`src/rtl/pcs_tx_gearbox_ml_if.sv`:
```
// Encoder/PMA-facing bus of the multi-lane 66b TX gearbox.
// The slave side is the gearbox; the master side is the encoder/bench.
interface pcs_tx_gearbox_ml_if #(
  parameter int unsigned DATA_W = 32,
  parameter int unsigned LANE_N = 1
);
  logic [LANE_N*2-1:0]      head_i;
  logic [LANE_N*DATA_W-1:0] data_i;
  logic                     ready_o;
  logic [5:0]               seq_o;
  logic [1:0]               part_o;
  logic [LANE_N*DATA_W-1:0] data_o;

  modport master (output head_i, data_i, input ready_o, seq_o, part_o, data_o);
  modport slave  (input head_i, data_i, output ready_o, seq_o, part_o, data_o);
endinterface

```
`src/rtl/pcs_tx_gearbox_ml.sv`:
```
// Multi-lane 66b -> DATA_W transmit gearbox with a shared 33-cycle sequence
// counter; each period ends block-aligned via one stall cycle.
module pcs_tx_gearbox_ml #(
  parameter int unsigned DATA_W = 32,
  parameter int unsigned LANE_N = 1
) (
  input  logic               clk,
  input  logic               nreset,
  pcs_tx_gearbox_ml_if.slave gb
);
  localparam int unsigned HEAD_W = 2;
  localparam int unsigned CNT_N  = 64 / DATA_W;
  localparam int unsigned SEQ_N  = 66 / HEAD_W;
  localparam int unsigned CAT_W  = 2 * DATA_W;

  if (DATA_W != 16 && DATA_W != 32 && DATA_W != 64) begin : g_bad_data_w
    $error("pcs_tx_gearbox_ml: DATA_W must be 16, 32 or 64");
  end
  if (LANE_N < 1 || LANE_N > 8) begin : g_bad_lane_n
    $error("pcs_tx_gearbox_ml: LANE_N must be in 1..8");
  end

  logic [5:0]               seq_q;
  logic [5:0]               part_c;
  logic [5:0]               blk_c;
  logic [6:0]               fill_c;
  logic                     stall_c;
  logic [DATA_W-1:0]        buf_q [LANE_N];
  logic [DATA_W-1:0]        buf_d [LANE_N];
  logic [LANE_N*DATA_W-1:0] word_d;
  logic [LANE_N*DATA_W-1:0] data_q;
  logic [CAT_W-1:0]         chunk_c;
  logic [CAT_W-1:0]         cat_c;

  always_comb begin
    part_c  = 6'(seq_q % 6'(CNT_N));
    blk_c   = 6'(seq_q / 6'(CNT_N));
    stall_c = (seq_q == 6'(SEQ_N - 1));
    fill_c  = (part_c == '0) ? {blk_c, 1'b0} : {blk_c + 6'd1, 1'b0};
  end

  // Buffer bits above the fill level are kept at 0, so OR-ing the shifted
  // chunk onto the whole buffer is equivalent to concatenating at the fill.
  always_comb begin
    word_d  = '0;
    chunk_c = '0;
    cat_c   = '0;
    for (int unsigned l = 0; l < LANE_N; l++) begin
      buf_d[l] = '0;
      chunk_c  = '0;
      if (part_c == '0)
        chunk_c[DATA_W+HEAD_W-1:0] = {gb.data_i[l*DATA_W +: DATA_W],
                                      gb.head_i[l*HEAD_W +: HEAD_W]};
      else
        chunk_c[DATA_W-1:0] = gb.data_i[l*DATA_W +: DATA_W];
      cat_c = (chunk_c << fill_c) | CAT_W'(buf_q[l]);
      if (stall_c) begin
        word_d[l*DATA_W +: DATA_W] = buf_q[l];
      end else begin
        word_d[l*DATA_W +: DATA_W] = cat_c[DATA_W-1:0];
        buf_d[l]                   = cat_c[DATA_W +: DATA_W];
      end
    end
  end

  always_ff @(posedge clk) begin
    if (!nreset) begin
      seq_q  <= '0;
      data_q <= '0;
      for (int unsigned l = 0; l < LANE_N; l++) buf_q[l] <= '0;
    end else begin
      seq_q  <= stall_c ? '0 : seq_q + 6'd1;
      data_q <= word_d;
      for (int unsigned l = 0; l < LANE_N; l++) buf_q[l] <= buf_d[l];
    end
  end

  assign gb.ready_o = !nreset || !stall_c;
  assign gb.part_o  = (!nreset || stall_c) ? '0 : part_c[1:0];
  assign gb.seq_o   = seq_q;
  assign gb.data_o  = data_q;

endmodule

```
`src/flat_wrapper.sv`:
```
// flat-port wrapper written by rule: the top's interface ports become plain ports
module pcs_tx_gearbox_ml_flat 
#(
  parameter int unsigned DATA_W = 32,
  parameter int unsigned LANE_N = 1
)
  (clk, nreset, gb_head_i, gb_data_i, gb_ready_o, gb_seq_o, gb_part_o, gb_data_o);
  pcs_tx_gearbox_ml_if #(.DATA_W(DATA_W), .LANE_N(LANE_N)) gb_i ();
  input  logic clk;
  input  logic nreset;
  input wire logic [$bits(gb_i.head_i)-1:0] gb_head_i;
  input wire logic [$bits(gb_i.data_i)-1:0] gb_data_i;
  output wire logic [$bits(gb_i.ready_o)-1:0] gb_ready_o;
  output wire logic [$bits(gb_i.seq_o)-1:0] gb_seq_o;
  output wire logic [$bits(gb_i.part_o)-1:0] gb_part_o;
  output wire logic [$bits(gb_i.data_o)-1:0] gb_data_o;
  assign gb_i.head_i = gb_head_i;
  assign gb_i.data_i = gb_data_i;
  assign gb_ready_o = gb_i.ready_o;
  assign gb_seq_o = gb_i.seq_o;
  assign gb_part_o = gb_i.part_o;
  assign gb_data_o = gb_i.data_o;
  pcs_tx_gearbox_ml #(.DATA_W(DATA_W), .LANE_N(LANE_N)) u_core (.clk(clk), .nreset(nreset), .gb(gb_i));
endmodule
```
`config.mk`:
```
export PLATFORM = sky130hd
export DESIGN_NAME = pcs_tx_gearbox_ml_flat
export DESIGN_NICKNAME = d
export VERILOG_FILES = /design/src/rtl/pcs_tx_gearbox_ml_if.sv /design/src/rtl/pcs_tx_gearbox_ml.sv /design/src/flat_wrapper.sv
export SDC_FILE = /design/constraint.sdc
export NUM_CORES = 1
export LEC_CHECK = 0
export BUFFER_PORTS_ARGS = -buffer_cell sky130_fd_sc_hd__buf_4
export CAP_MARGIN = 10
export CORE_UTILIZATION = 58
export CTS_CLUSTER_DIAMETER = 40
export DETAILED_ROUTE_END_ITERATION = 12
export PLACE_DENSITY_LB_ADDON = 0.08
export REMOVE_ABC_BUFFERS = 1
export SLEW_MARGIN = 5
export SYNTH_ARGS = -nofsm -noshare
export SYNTH_HDL_FRONTEND = slang
export SYNTH_SLANG_ARGS = --single-unit
```
`constraint.sdc`:
```
create_clock -name clk -period 3.87 [get_ports clk]
set_input_delay 0 -clock clk [delete_from_list [all_inputs] [get_ports clk]]
set_output_delay 0 -clock clk [all_outputs]
set_load 0.005 [all_outputs]
```
==> impl_metrics.csv <==
group,metric,value,unit
status,status,"complete, no violations",
detailed_routing,vias_per_cell,7.01,
critical_path,path_class,"reg2reg",
power,p_sw_frac,0.378,
detailed_routing,post_drt_wl_per_cell,22.1,µm
clock_tree,cts_tree,"done",
logic_synthesis,synth_edf_count,0,
critical_path,worstSetupEndpointType,"register",
global_route,grt_max_degree,38,
clock_tree,htreeDepth,3,
clock_tree,cts_setup_buffers,0,
clock_tree,insertion_delay,0.36,ns
final_layout,nNetsFinal,680,
timing,slew_violations,0,
logic_synthesis,synth_ff_type,"dfxtp_1",
placed_design,portBuffers,75,
clock_tree,cts_buffers,9,
timing,tightestPinTransition,0.881,ns
power,seqPwrFrac,0.363,
timing,min_period_over_period,0.832,
final_layout,syn2layout_area_growth,16.2,%
power,switchingPower,0.824,mW
logic_synthesis,synth.distinct_cells,73,
die,die_w,93.5,µm
die,row_count,33,
timing,fmax,0.311,GHz
critical_path,crit_arrival,3.47,ns
critical_path,cp_max_fo,21,
logic_synthesis,post_synth_inst_count,584,
detailed_routing,finalWirelength,16.6,mm
clock_tree,cts_root_buf,"clkbuf_8",
global_route,grt_pass1_wl,25.8,mm
timing,rsz0062_at_grt,"false",
power,clkPwrFrac,0.261,
logic_synthesis,async_flop_share,0,
power,internal_power,1.36,mW
global_route,gr-usage-met2,0.574,
critical_path,crit_required,4.12,ns
die,coreArea,8180,µm²
clock_tree,clk_path_buf_depth,2,
logic_synthesis,synth_area_per_cell,8.32,µm²
logic_synthesis,ys_seq_area_frac,0.288,
critical_path,path_cells,"inv_1 > ha_2 > buf_4 > mux2i_1 > o22ai_1 > nor2_1 > a2111oi_0 > o31a_1",
die,dieArea,8750,µm²
global_route,antenna_found_initial,0,
job,cap_violations,0,
detailed_routing,num_vias,5266,
critical_path,critPathTopFamily,"adder cells",
detailed_routing,drt-initial-drc-count,630,
power,leakage,2.27,nW
placed_design,gp_congestion,0.967,
critical_path,critPathSlowestCell,"ha_2",
final_layout,n_antenna_cell,0,
min_path,hold_class,"in2reg",
timing,finClkSkew,0.00742,ns
timing,relSlewSlack,0.411,
detailed_routing,drc,0,
global_route,met1_usage,0.539,
placed_design,dpl.hpwl,11.8,mm
logic_synthesis,ys_ff_latch,70,
die,pin_count,77,
global_route,overflow,0,
power,vdd_drop_max,0.000193,V
timing,hold_violations,0,
critical_path,worstSetupStartpointType,"register",
critical_path,critPathBufInv,2,
detailed_routing,ant_nets,0,
power,combPwrFrac,0.376,
final_layout,drive_gt1_frac,0.248,
timing,setup_viol,0,
timing,whs,0.0983,ns
critical_path,reg2reg_slack,0.65,ns
die,die_h,93.5,µm
power,pwr_density_cell,386,nW/µm²
clock_tree,clock_sinks,70,
global_route,use_met3,0.0935,
die,start_util,0.594,
logic_synthesis,synth_warnings,0,
global_route,grt_use_total,0.386,
detailed_routing,dr.pass1.iters,5,
power,total_power,2.18,mW
logic_synthesis,syn_area,4860,µm²
clock_tree,path_clk_slew,0.09,ns
global_route,first_global_vias,4708,
global_route,top_usage_layer,"met2",
final_layout,utilization,0.691,
critical_path,slowest_delay,0.67,ns
timing,timing.final.crit_period,3.22,ns
final timing paths:
check / cells past startpoint / start / to
max: 8 / u_core.gb.seq_o[1]$_SDFF_PP0_ / u_core.gb.data_o[26]$_SDFF_PN0_
min: 2 / nreset / u_core.gb.data_o[26]$_SDFF_PN0_
max reg2reg: 8 / u_core.gb.seq_o[1]$_SDFF_PP0_ / u_core.gb.data_o[26]$_SDFF_PN0_
min reg2reg: 1 / u_core.buf_q[0][14]$_SDFF_PP0_ / u_core.gb.data_o[14]$_SDFF_PN0_
area by class of cell:
class                   instances  area [µm²]
multi-input cells             460        3190
fillers                       702        2530
flip-flops and latches         70        1400
repair buffers                 97         733
well taps                     105         131
clock buffers                   9         124
clock inverters                 7        58.8
inverters                       3        11.3
sequential cells by signal, summed over array words and instances (netlist names):
signal and count:
u_core.gb.seq_o 6, u_core.buf_q 32, u_core.gb.data_o 32
layout by cell type, fill, tap and decap left out, types with 8 or more instances in the layout:
| master | n |
|---|---|
| mux2i_1 | 31 |
| a21oi_1 | 37 |
| nand2_1 | 61 |
| o22ai_1 | 45 |
| a31oi_1 | 8 |
| o221ai_1 | 9 |
| nor2b_1 | 11 |
| o211ai_1 | 9 |
| nand3_1 | 8 |
| buf_4 | 95 |
| clkbuf_8 | 9 |
| dfxtp_1 | 70 |
| o21a_1 | 9 |
| nor2_1 | 52 |
| a22oi_1 | 8 |
| mux2_2 | 14 |
| a221oi_1 | 8 |
| o21ai_0 | 25 |
timing repair:
item	in CTS	in global routing
hold buffers	2	0
gates resized for setup	0	0
endpoints found under the hold margin	3	0
setup endpoints to repair	0	0
Yosys cell counts (4+ instances only):
library cell  instances  area (µm²)
nor3_1                5        25.0
a221oi_1              8        70.1
xor2_1                4        35.0
mux2_2               14         158
o21a_1                9        67.6
or2_1                 4        25.0
o21ai_1               7        35.0
xnor2_1               4        35.0
buf_2                30         150
o211ai_1              9        67.6
mux2i_2               6        82.6
mux2i_1              31         310
a22oi_1               8        60.1
o22ai_1              45         282
a221oi_2              7         105
a221o_1               7        70.1
dfxtp_1              70        1400
clkbuf_1             12        45.0
a21o_1                4        30.0
a31oi_1               8        50.1
buf_4                 5        37.5
a21oi_1              37         185
nand2b_1              4        25.0
nand2_1              61         229
nor2_1               52         195
nand3b_1              4        30.0
a22o_1                5        43.8
nand3_1               8        40.0
o221ai_1              9        78.8
nor2b_1              11        68.8
o21ai_0              25         125
routing by layer:
layer  vias to the layer above  wire [µm]
met5                         -          0
met4                         0        479
met3                        59       1910
met2                       408       7200
met1                      2456       6980
li1                       2343          -
per-stage QoR:
step,instances,setup TNS (ns),setup slack [ns],area [µm²]
5_1_grt,751,0,0.515,5650
3_5_place_dp,733,0,0.748,5450
4_1_cts,751,0,0.731,5650
3_3_place_gp,733,0,0.845,5450
2_1_floorplan,533,-4.12,-0.293,4560
6_report,751,0,0.650,5650
logic make-up after synthesis:
logic type,Yosys count,synth area share
AOI/OAI and AO/OA,227,0.341
xor gates and xnor gates,9,0.0178
adders and majority gates,3,0.00772
buffers and inverters,54,0.0631
DFF,70,0.288
muxes,55,0.127
other,1,0.000772
and+or+nand+nor,165,0.154
power by group through the flow:
stage,Combinational (mW),Clock (mW),Sequential (mW)
6_report,0.820,0.569,0.792
5_1_grt,0.873,0.602,0.798
4_1_cts,0.795,0.567,0.792
3_5_place_dp,0.789,0,0.809
3_3_place_gp,0.781,0,0.808
2_1_floorplan,0.494,0,0.821
No activity file was read; power rests on OpenSTA's default activity.
